File: config.mk
export PLATFORM = sky130hd
export DESIGN_NAME = alu_issue_queue
export DESIGN_NICKNAME = d
export VERILOG_FILES = /design/src/rtl/alu_issue_queue.sv
export SDC_FILE = /design/constraint.sdc
export NUM_CORES = 1
export LEC_CHECK = 0
export CAP_MARGIN = 0
export CORE_ASPECT_RATIO = 0.75
export CORE_UTILIZATION = 47
export CTS_CLUSTER_DIAMETER = 120
export CTS_CLUSTER_SIZE = 30
export DETAILED_ROUTE_END_ITERATION = 12
export GPL_ROUTABILITY_DRIVEN = 0
export PLACE_DENSITY = 0.75
export SYNTH_ARGS = -nofsm -noshare
export SYNTH_HDL_FRONTEND = slang
export SYNTH_SLANG_ARGS = --single-unit
File: constraint.sdc
create_clock -name clk -period 2.25 [get_ports clk]
set_input_delay 0.5625 -clock clk [delete_from_list [all_inputs] [get_ports clk]]
set_output_delay 0.5625 -clock clk [all_outputs]
set_load 0.01 [all_outputs]
File: src/rtl/alu_issue_queue.sv
// ---------------------------------------------------------------------------
// alu_issue_queue
//   Command FIFO plus result register wrapped around an external 8-bit
//   combinational ALU. Commands {A, B, sel} arrive on a valid/ready
//   handshake and are buffered in a DEPTH-entry FIFO. The FIFO head drives
//   the ALU directly. On issue, the ALU result and flags are captured in a
//   result register, which is offered downstream on a valid/ready handshake.
//
// Ports
//   clk, rst                 clock, synchronous active-high reset
//   in_valid/in_ready        upstream command handshake
//   in_a, in_b, in_sel       command operands and op select
//   alu_a, alu_b, alu_sel    FIFO head to the ALU (zero when empty)
//   alu_out, alu_zero,
//   alu_carry                ALU result and flags
//   res_valid/res_ready      downstream result handshake
//   res_data, res_zero,
//   res_carry                registered result; carry only kept for ADD/SUB
//   count                    current FIFO occupancy
// ---------------------------------------------------------------------------
module alu_issue_queue #(
  parameter int DEPTH = 4,
  parameter int W     = 8
) (
  input  logic                     clk,
  input  logic                     rst,
  input  logic                     in_valid,
  output logic                     in_ready,
  input  logic [W-1:0]             in_a,
  input  logic [W-1:0]             in_b,
  input  logic [2:0]               in_sel,
  output logic [W-1:0]             alu_a,
  output logic [W-1:0]             alu_b,
  output logic [2:0]               alu_sel,
  input  logic [W-1:0]             alu_out,
  input  logic                     alu_zero,
  input  logic                     alu_carry,
  output logic                     res_valid,
  input  logic                     res_ready,
  output logic [W-1:0]             res_data,
  output logic                     res_zero,
  output logic                     res_carry,
  output logic [$clog2(DEPTH):0]   count
);

  localparam int AW = $clog2(DEPTH);
  localparam int EW = 2 * W + 3;
  localparam logic [AW:0] DEPTH_CNT = (AW + 1)'(DEPTH);

  // FIFO storage, entry layout {a, b, sel}
  logic [EW-1:0] mem_q [DEPTH];

  logic [AW-1:0] wr_ptr_q, wr_ptr_d;
  logic [AW-1:0] rd_ptr_q, rd_ptr_d;
  logic [AW:0]   count_q,  count_d;

  logic          res_valid_q, res_valid_d;
  logic [W-1:0]  res_data_q,  res_data_d;
  logic          res_zero_q,  res_zero_d;
  logic          res_carry_q, res_carry_d;

  logic          empty;
  logic          push;
  logic          issue;
  logic [EW-1:0] head;
  logic [W-1:0]  head_a;
  logic [W-1:0]  head_b;
  logic [2:0]    head_sel;

  assign empty    = (count_q == '0);
  // Full is judged from state only: a pop in the same cycle does not open a slot.
  assign in_ready = (count_q < DEPTH_CNT);
  assign push     = in_valid & in_ready;
  assign issue    = ~empty & (~res_valid_q | res_ready);

  assign head     = mem_q[rd_ptr_q];
  assign head_a   = head[EW-1 -: W];
  assign head_b   = head[W+2 -: W];
  assign head_sel = head[2:0];

  // Stale storage is masked so the ALU sees zeros while the queue is empty.
  assign alu_a   = empty ? '0 : head_a;
  assign alu_b   = empty ? '0 : head_b;
  assign alu_sel = empty ? 3'b000 : head_sel;

  always_ff @(posedge clk) begin
    if (push) begin
      mem_q[wr_ptr_q] <= {in_a, in_b, in_sel};
    end
  end

  always_comb begin
    wr_ptr_d = wr_ptr_q;
    rd_ptr_d = rd_ptr_q;
    count_d  = count_q;
    if (push) begin
      wr_ptr_d = wr_ptr_q + AW'(1);
    end
    if (issue) begin
      rd_ptr_d = rd_ptr_q + AW'(1);
    end
    case ({push, issue})
      2'b10:   count_d = count_q + (AW + 1)'(1);
      2'b01:   count_d = count_q - (AW + 1)'(1);
      default: count_d = count_q;
    endcase
  end

  always_comb begin
    res_valid_d = res_valid_q;
    res_data_d  = res_data_q;
    res_zero_d  = res_zero_q;
    res_carry_d = res_carry_q;
    if (issue) begin
      res_valid_d = 1'b1;
      res_data_d  = alu_out;
      res_zero_d  = alu_zero;
      // Carry only has meaning for ADD (000) and SUB (001).
      res_carry_d = alu_carry & (head_sel[2:1] == 2'b00);
    end else if (res_valid_q & res_ready) begin
      res_valid_d = 1'b0;
    end
  end

  always_ff @(posedge clk) begin
    if (rst) begin
      wr_ptr_q    <= '0;
      rd_ptr_q    <= '0;
      count_q     <= '0;
      res_valid_q <= 1'b0;
      res_data_q  <= '0;
      res_zero_q  <= 1'b0;
      res_carry_q <= 1'b0;
    end else begin
      wr_ptr_q    <= wr_ptr_d;
      rd_ptr_q    <= rd_ptr_d;
      count_q     <= count_d;
      res_valid_q <= res_valid_d;
      res_data_q  <= res_data_d;
      res_zero_q  <= res_zero_d;
      res_carry_q <= res_carry_d;
    end
  end

  assign res_valid = res_valid_q;
  assign res_data  = res_data_q;
  assign res_zero  = res_zero_q;
  assign res_carry = res_carry_q;
  assign count     = count_q;

endmodule
==> impl_metrics.toml, run 1 <==
[synthesis]
synth-xor-area-share = 0.00692
ys_seq_elements = 96
synth_compound_area_frac = 0.0405
synth_top_family_by_area = "multiplexers"
synth.avg_cell_area_um2 = 17.1
yosys_warnings = 0
ys_types = 27
synth_fp_nets = 261
synthSimpleGateAreaFrac = 0.0738
synth_area_mm2 = 0.00380
synth-edff-count = 76
yosysSeqAreaShare = 0.706
synth_cells = 222
synth_fa_ha_area_frac = 0.0217
yosys-mux-area-fraction = 0.122
synthFlopType = "edfxtp_1"
async_reset_ff_frac = 0

[drt]
routed_wl_mm = 6.91
drc_errors = 0
drt_iter0_drc = 84
drtPass1Iterations = 4
ant_nets = 0
vias = 2150
vias_per_cell = 5.12
wl_per_cell_um = 16.5

[clock_tree]
clock-root-buffer = "clkbuf_8"
cts-htree-levels = 3
cts_tree = "done"
cts_sinks = 96
worstSkewPairLatency_ns = 0.35
clk_path_buf_depth = 2
numCtsBuffers = 9
cts.clk_slew.worst_paths_ns = 0.08
cts_hold_buf = 0

[place]
dp_hpwl_mm = 4.58
placed_area_mm2 = 0.00476
dp_cells = 402
port_buffers = 66

[pwr]
p_per_area_mw_per_mm2 = 1180
ir_worst_vdd_mv = 0.558
p_leak_nw = 1.74

[setup_path]
cp-end-kind = "output pin"
worstSetupPathType = "reg2out"
reg2reg_depth = 9
cp_num_buf_inv = 2
ff2ff_setup_slack_ns = 0.35
path_cells = "buf_12 -> mux4_2 -> and2_1 -> buf_2"
cp-start-kind = "flop"
slowest_delay_ns = 0.50
crit_fanout = 7
arrival_ns = 1.69
r2r_start = "res_valid$_SDFFE_PP0P_"
cpMaxStageDelayCell = "mux4_2"
reg2reg_to = "count[2]$_SDFFE_PP0P_"
cpLargestDelayFamily = "multiplexers"
cp.required_ns = 1.69

[floorplan]
die_w_um = 106
io_pins = 67
die_height_um = 79.8
start_util = 0.502
core.rowCount = 27
die_area_mm2 = 0.00845
coreArea_mm2 = 0.00757

[timing]
setup_slack_ns = -0.00407
skew_ns = 0.00932
finalCritPeriodShare = 1.00
slew_violations = 0
finalSetupViolations = 1
slew_headroom = 0.707
rsz0062_at_grt = "true"
fmax_mhz = 444
period_minus_slack_ns = 2.25
tightest_slew_ns = 0.440
hold_viol = 0

[layout]
nNetsFinal = 353
syn_to_final_growth_pct = 31.7
final_area_mm2 = 0.00500
drive_gt1_frac = 0.313
antenna_cells = 0
fin_cells = 420

[min_path]
hold_end = "res_data[3]$_SDFFE_PP0P_"
hp-class = "reg2reg"
min_path_cells = 2
worstHoldStart = "res_data[3]$_SDFFE_PP0P_"

[status]
status = "finished, violations left"
failed_checks = "setup timing"

[grt]
grt_max_degree = 20
grt_pass1_vias = 2218
grt-ovfl-total = 0
antenna_found_initial = 0
grt_pass1_wl_mm = 11.2
track_usage = 0.178

[flow_run]
drv_cap = 0
## synthesized netlist by cell type, types with 2 or more instances
cell type	number	area, um2
a21oi_1	15	75.1
and2_1	23	144
buf_2	4	20.0
clkbuf_1	7	26.3
dfxtp_1	20	400
edfxtp_1	76	2280
ha_1	5	62.6
inv_1	8	30.0
mux4_1	7	184
mux4_2	12	270
nand2b_1	2	12.5
nand3_1	10	50.1
nor2_1	6	22.5
nor2b_1	2	12.5
o21ai_0	11	55.1
or3_1	2	12.5
xor2_1	2	17.5
## worst max path at each step
stage / startpoint / endpoint / cells past startpoint
after floorplan: res_ready / count[2]$_SDFFE_PP0P_ / 9
after global placement: res_ready / count[2]$_SDFFE_PP0P_ / 10
after detailed placement: res_ready / count[2]$_SDFFE_PP0P_ / 10
after CTS: flop / alu_sel[1] / 4
after global routing: flop / alu_sel[2] / 4
final: flop / alu_sel[2] / 4
## layout by cell type, fill, tap and decap left out, types with 2 or more instances in the layout
cell type,synthesis,final
or3_1,2,2
xor2_1,2,2
nand3_1,10,10
buf_12,1,5
dfxtp_1,20,19
buf_6,1,14
and2_4,0,14
clkinvlp_4,0,2
and2_1,23,9
clkinv_1,0,2
buf_2,4,5
clkdlybuf4s50_1,0,47
clkbuf_8,0,9
edfxtp_1,76,76
ha_1,5,4
buf_4,0,21
mux4_2,12,19
inv_1,8,8
nor2b_1,2,2
nor2_1,6,5
o21ai_0,11,11
nand2b_1,2,2
a21oi_1,15,14
## flip-flops by register name, indices dropped and copies added, names as in the netlist, named ones only
register   count
count          3
mem_q         76
rd_ptr_q       2
res_carry      1
res_data       8
res_valid      1
res_zero       1
wr_ptr_q       2
## worst register-to-register path: cells and delay by family (launching register included)
family,cells,cell delay (ns)
adders and majority gates,2,0.47
AOI/OAI and AO/OA,1,0.11
DFF,1,0.33
buffers and inverters,2,0.19
and+or+nand+nor,3,0.59
xor gates and xnor gates,1,0.16
## metrics by stage
stage	setup slack [ns]	power [mW]	util	setup TNS (ns)	hold WS (ns)
final	-0.00407	5.89	0.661	-0.00407	0.481
after global placement	-0.380	4.66	0.630	-1.01	0.462
after detailed placement	-0.401	4.69	0.630	-0.987	0.472
after CTS	-0.0297	5.81	0.654	-0.155	0.482
after floorplan	0.0688	3.55	-	0	0.453
after global routing	-0.0696	6.23	0.661	-0.782	0.520
## timing repair
action / 4_1_cts / 5_1_grt
cloned: 1 / 0
pin swaps: 17 / 3
endpoints found under the setup margin: 20 / 20
resized for setup: 110 / 13
buffers inserted: 1 / 0
## area by class of cell
cell class	count	area [um2]
Sequential cell	96	2690
Multi-Input combinational cell	105	1040
Tap cell	101	126
Timing Repair Buffer	94	953
Clock inverter	6	36.3
Inverter	8	30.0
Clock buffer	10	128
Fill cell	565	2560
## power by group
group          switching, mW  internal, mW  total (mW)  leakage, nW
Sequential             0.108          2.19        2.30        0.862
Combinational           1.14          1.52        2.66        0.801
Clock                  0.548         0.394       0.942       0.0773
## routing by layer
metal  share of wire  vias up  track usage
li1                -     1022            -
met4          0.0097        0       0.0444
met1            0.43     1078        0.228
met3           0.047        6       0.0596
met2            0.51       44        0.295
met5               0        -            0
## kinds of logic (layout without fill, tap and decap cells)
| kind of cell | Yosys count | in the layout |
|---|---|---|
| AND/OR/NAND/NOR | 48 | 48 |
| multiplexers | 20 | 20 |
| adder cells (fa/ha/maj) | 6 | 6 |
| flip-flops | 96 | 96 |
| XOR/XNOR | 3 | 3 |
| buffers and inverters | 21 | 118 |
| AO/OA/AOI/OAI | 28 | 28 |
Note: power is estimated with default switching activity, not from simulation.
==> inputs of run 2 (changes only) <==
--- a/config.mk
+++ b/config.mk
@@ -6,13 +6,15 @@
 export NUM_CORES = 1
 export LEC_CHECK = 0
 export CAP_MARGIN = 0
+export CELL_PAD_IN_SITES_DETAIL_PLACEMENT = 2
+export CELL_PAD_IN_SITES_GLOBAL_PLACEMENT = 2
 export CORE_ASPECT_RATIO = 0.75
-export CORE_UTILIZATION = 47
+export CORE_UTILIZATION = 34
 export CTS_CLUSTER_DIAMETER = 120
 export CTS_CLUSTER_SIZE = 30
 export DETAILED_ROUTE_END_ITERATION = 12
 export GPL_ROUTABILITY_DRIVEN = 0
-export PLACE_DENSITY = 0.75
+export PLACE_DENSITY_LB_ADDON = 0.1
 export SYNTH_ARGS = -nofsm -noshare
 export SYNTH_HDL_FRONTEND = slang
 export SYNTH_SLANG_ARGS = --single-unit
==> run 2 against run 1 <==
Effect of this change: the run still ends with setup timing left; clock skew down 0.0053 ns; via count up 3.0%; flip-flop and latch count is the same; largest cell class unchanged.
==> impl_metrics.toml, run 2 (synthesis gave the netlist of run 1 again) <==
[status]
status = "finished, violations left"
failed_checks = "setup timing"

[clock_tree]
worstSkewPairLatency_ns = 0.34
clock-root-buffer = "clkbuf_16"
cts_tree = "done"
cts-htree-levels = 3
cts_sinks = 96
cts.clk_slew.worst_paths_ns = 0.07
numCtsBuffers = 9
clk_path_buf_depth = 2

[timing]
tightest_slew_ns = 0.355
setup_slack_ns = -0.0123
rsz0062_at_grt = "true"
slew_violations = 0
slew_headroom = 0.762
period_minus_slack_ns = 2.26
skew_ns = 0.00407
hold_viol = 0
fmax_mhz = 442
finalSetupTns_ns = -0.0189
finalCritPeriodShare = 1.01
finalSetupViolations = 2

[layout]
top_register = "mem_q"
syn_to_final_growth_pct = 37.3
nNetsFinal = 355
layout_commonest_cell = "edfxtp_1"
drive_gt1_frac = 0.340
largest_reg_flops = 76
layout_common_cells = "edfxtp_1 (76), clkdlybuf4s50_1 (46), buf_4 (24)"
seqCellArea_mm2 = 0.00269
fin_cells = 461
antenna_cells = 0
nFillCells = 1052
multi_input_area_mm2 = 0.00104

[drt]
drtPass1Iterations = 4
routed_wl_mm = 8.90
wl_per_cell_um = 19.3
vias = 2215
wl_met2_mm = 4.02
vias_per_cell = 4.80
wl_met1_mm = 4.42
met3WireLength_um = 358
top_layer = "met4"
drc_errors = 0
ant_nets = 0
drt_iter0_drc = 94

[floorplan]
die_area_mm2 = 0.0116
die_w_um = 124
start_util = 0.348
io_pins = 67
die_height_um = 93.5
core.rowCount = 33
coreArea_mm2 = 0.0109

[flow_run]
drv_cap = 0

[setup_path]
cp-start-kind = "flop"
cp.required_ns = 1.69
crit_fanout = 5
arrival_ns = 1.70
path_cells = "buf_8 -> mux4_2 -> and2_4 -> buf_6"
cp-end-kind = "output pin"
ff2ff_setup_slack_ns = 0.31
slowest_delay_ns = 0.51
worstSetupPathType = "reg2out"
cpMaxStageDelayCell = "mux4_2"

[pwr]
p_switching_mw = 2.01
pwr-share-seq = 0.347
switching_share = 0.303
p_clk_frac = 0.233
p_per_area_mw_per_mm2 = 1270
p_comb_frac = 0.420
p_int_mw = 4.62
p_leak_nw = 1.82
ir_worst_vdd_mv = 0.682

[grt]
antenna_found_initial = 0
grt_pass1_wl_mm = 13.8
grt_pass1_vias = 2442
grt_max_degree = 20
track_usage = 0.168
grt-ovfl-total = 0

[place]
dp_hpwl_mm = 5.85
dp_cells = 442
port_buffers = 66

[min_path]
hp-class = "reg2reg"
## run 2: final timing paths
| check | from | depth (start not counted) | endpoint |
|---|---|---|---|
| min | res_data[4]$_SDFFE_PP0P_ | 2 | res_data[4]$_SDFFE_PP0P_ |
| min reg2reg | res_data[4]$_SDFFE_PP0P_ | 2 | res_data[4]$_SDFFE_PP0P_ |
| max | flop | 4 | alu_sel[2] |
| max reg2reg | count[2]$_SDFFE_PP0P_ | 9 | count[2]$_SDFFE_PP0P_ |
## run 2: worst max-delay path, delay by kind of cell (launching register included)
family / cells / cell delay, ns
flip-flops: 1 / 0.41
buffers and inverters: 2 / 0.25
AND/OR/NAND/NOR: 1 / 0.18
multiplexers: 1 / 0.51
## run 2: per-stage QoR
stage,area (um2),setup slack [ns],util,hold WS [ns],power (mW)
finish,5210,-0.0123,0.478,0.486,6.64
global route,5210,-0.0839,0.478,0.512,7.01
CTS,5120,-0.0454,0.470,0.490,6.51
detailed placement,4810,-0.313,0.441,0.477,4.80
global placement,4810,-0.264,0.441,0.461,4.74
floorplan,3800,0.0688,-,0.453,3.55
## run 2: routing by layer
metal  up-vias  global-route usage
met2        46               0.248
met4         0              0.0476
met1      1134               0.245
met5         -                   0
met3         8              0.0402
li1       1027                   -
## run 2: power by group through the flow
stage,clock [mW],combinational [mW],sequential [mW]
3_3_place_gp,0,2.44,2.30
6_report,1.55,2.79,2.30
4_1_cts,1.58,2.63,2.30
2_1_floorplan,0,1.21,2.34
3_5_place_dp,0,2.49,2.31
5_1_grt,1.65,3.03,2.33
## run 2: area by class of cell
cell class	count	area share
clock inverters	7	0.0156
repair buffers	96	0.187
well taps	140	0.0336
flip-flops and latches	96	0.515
inverters	8	0.00576
multi-input cells	105	0.199
clock buffers	9	0.0432
## run 2: what timing repair did
action / CTS / global route
hold buffers: 0 / 0
resized for setup: 108 / 23
buffers inserted: 1 / 1
pin swaps: 13 / 4
endpoints found under the setup margin: 19 / 20
gates cloned: 1 / 0
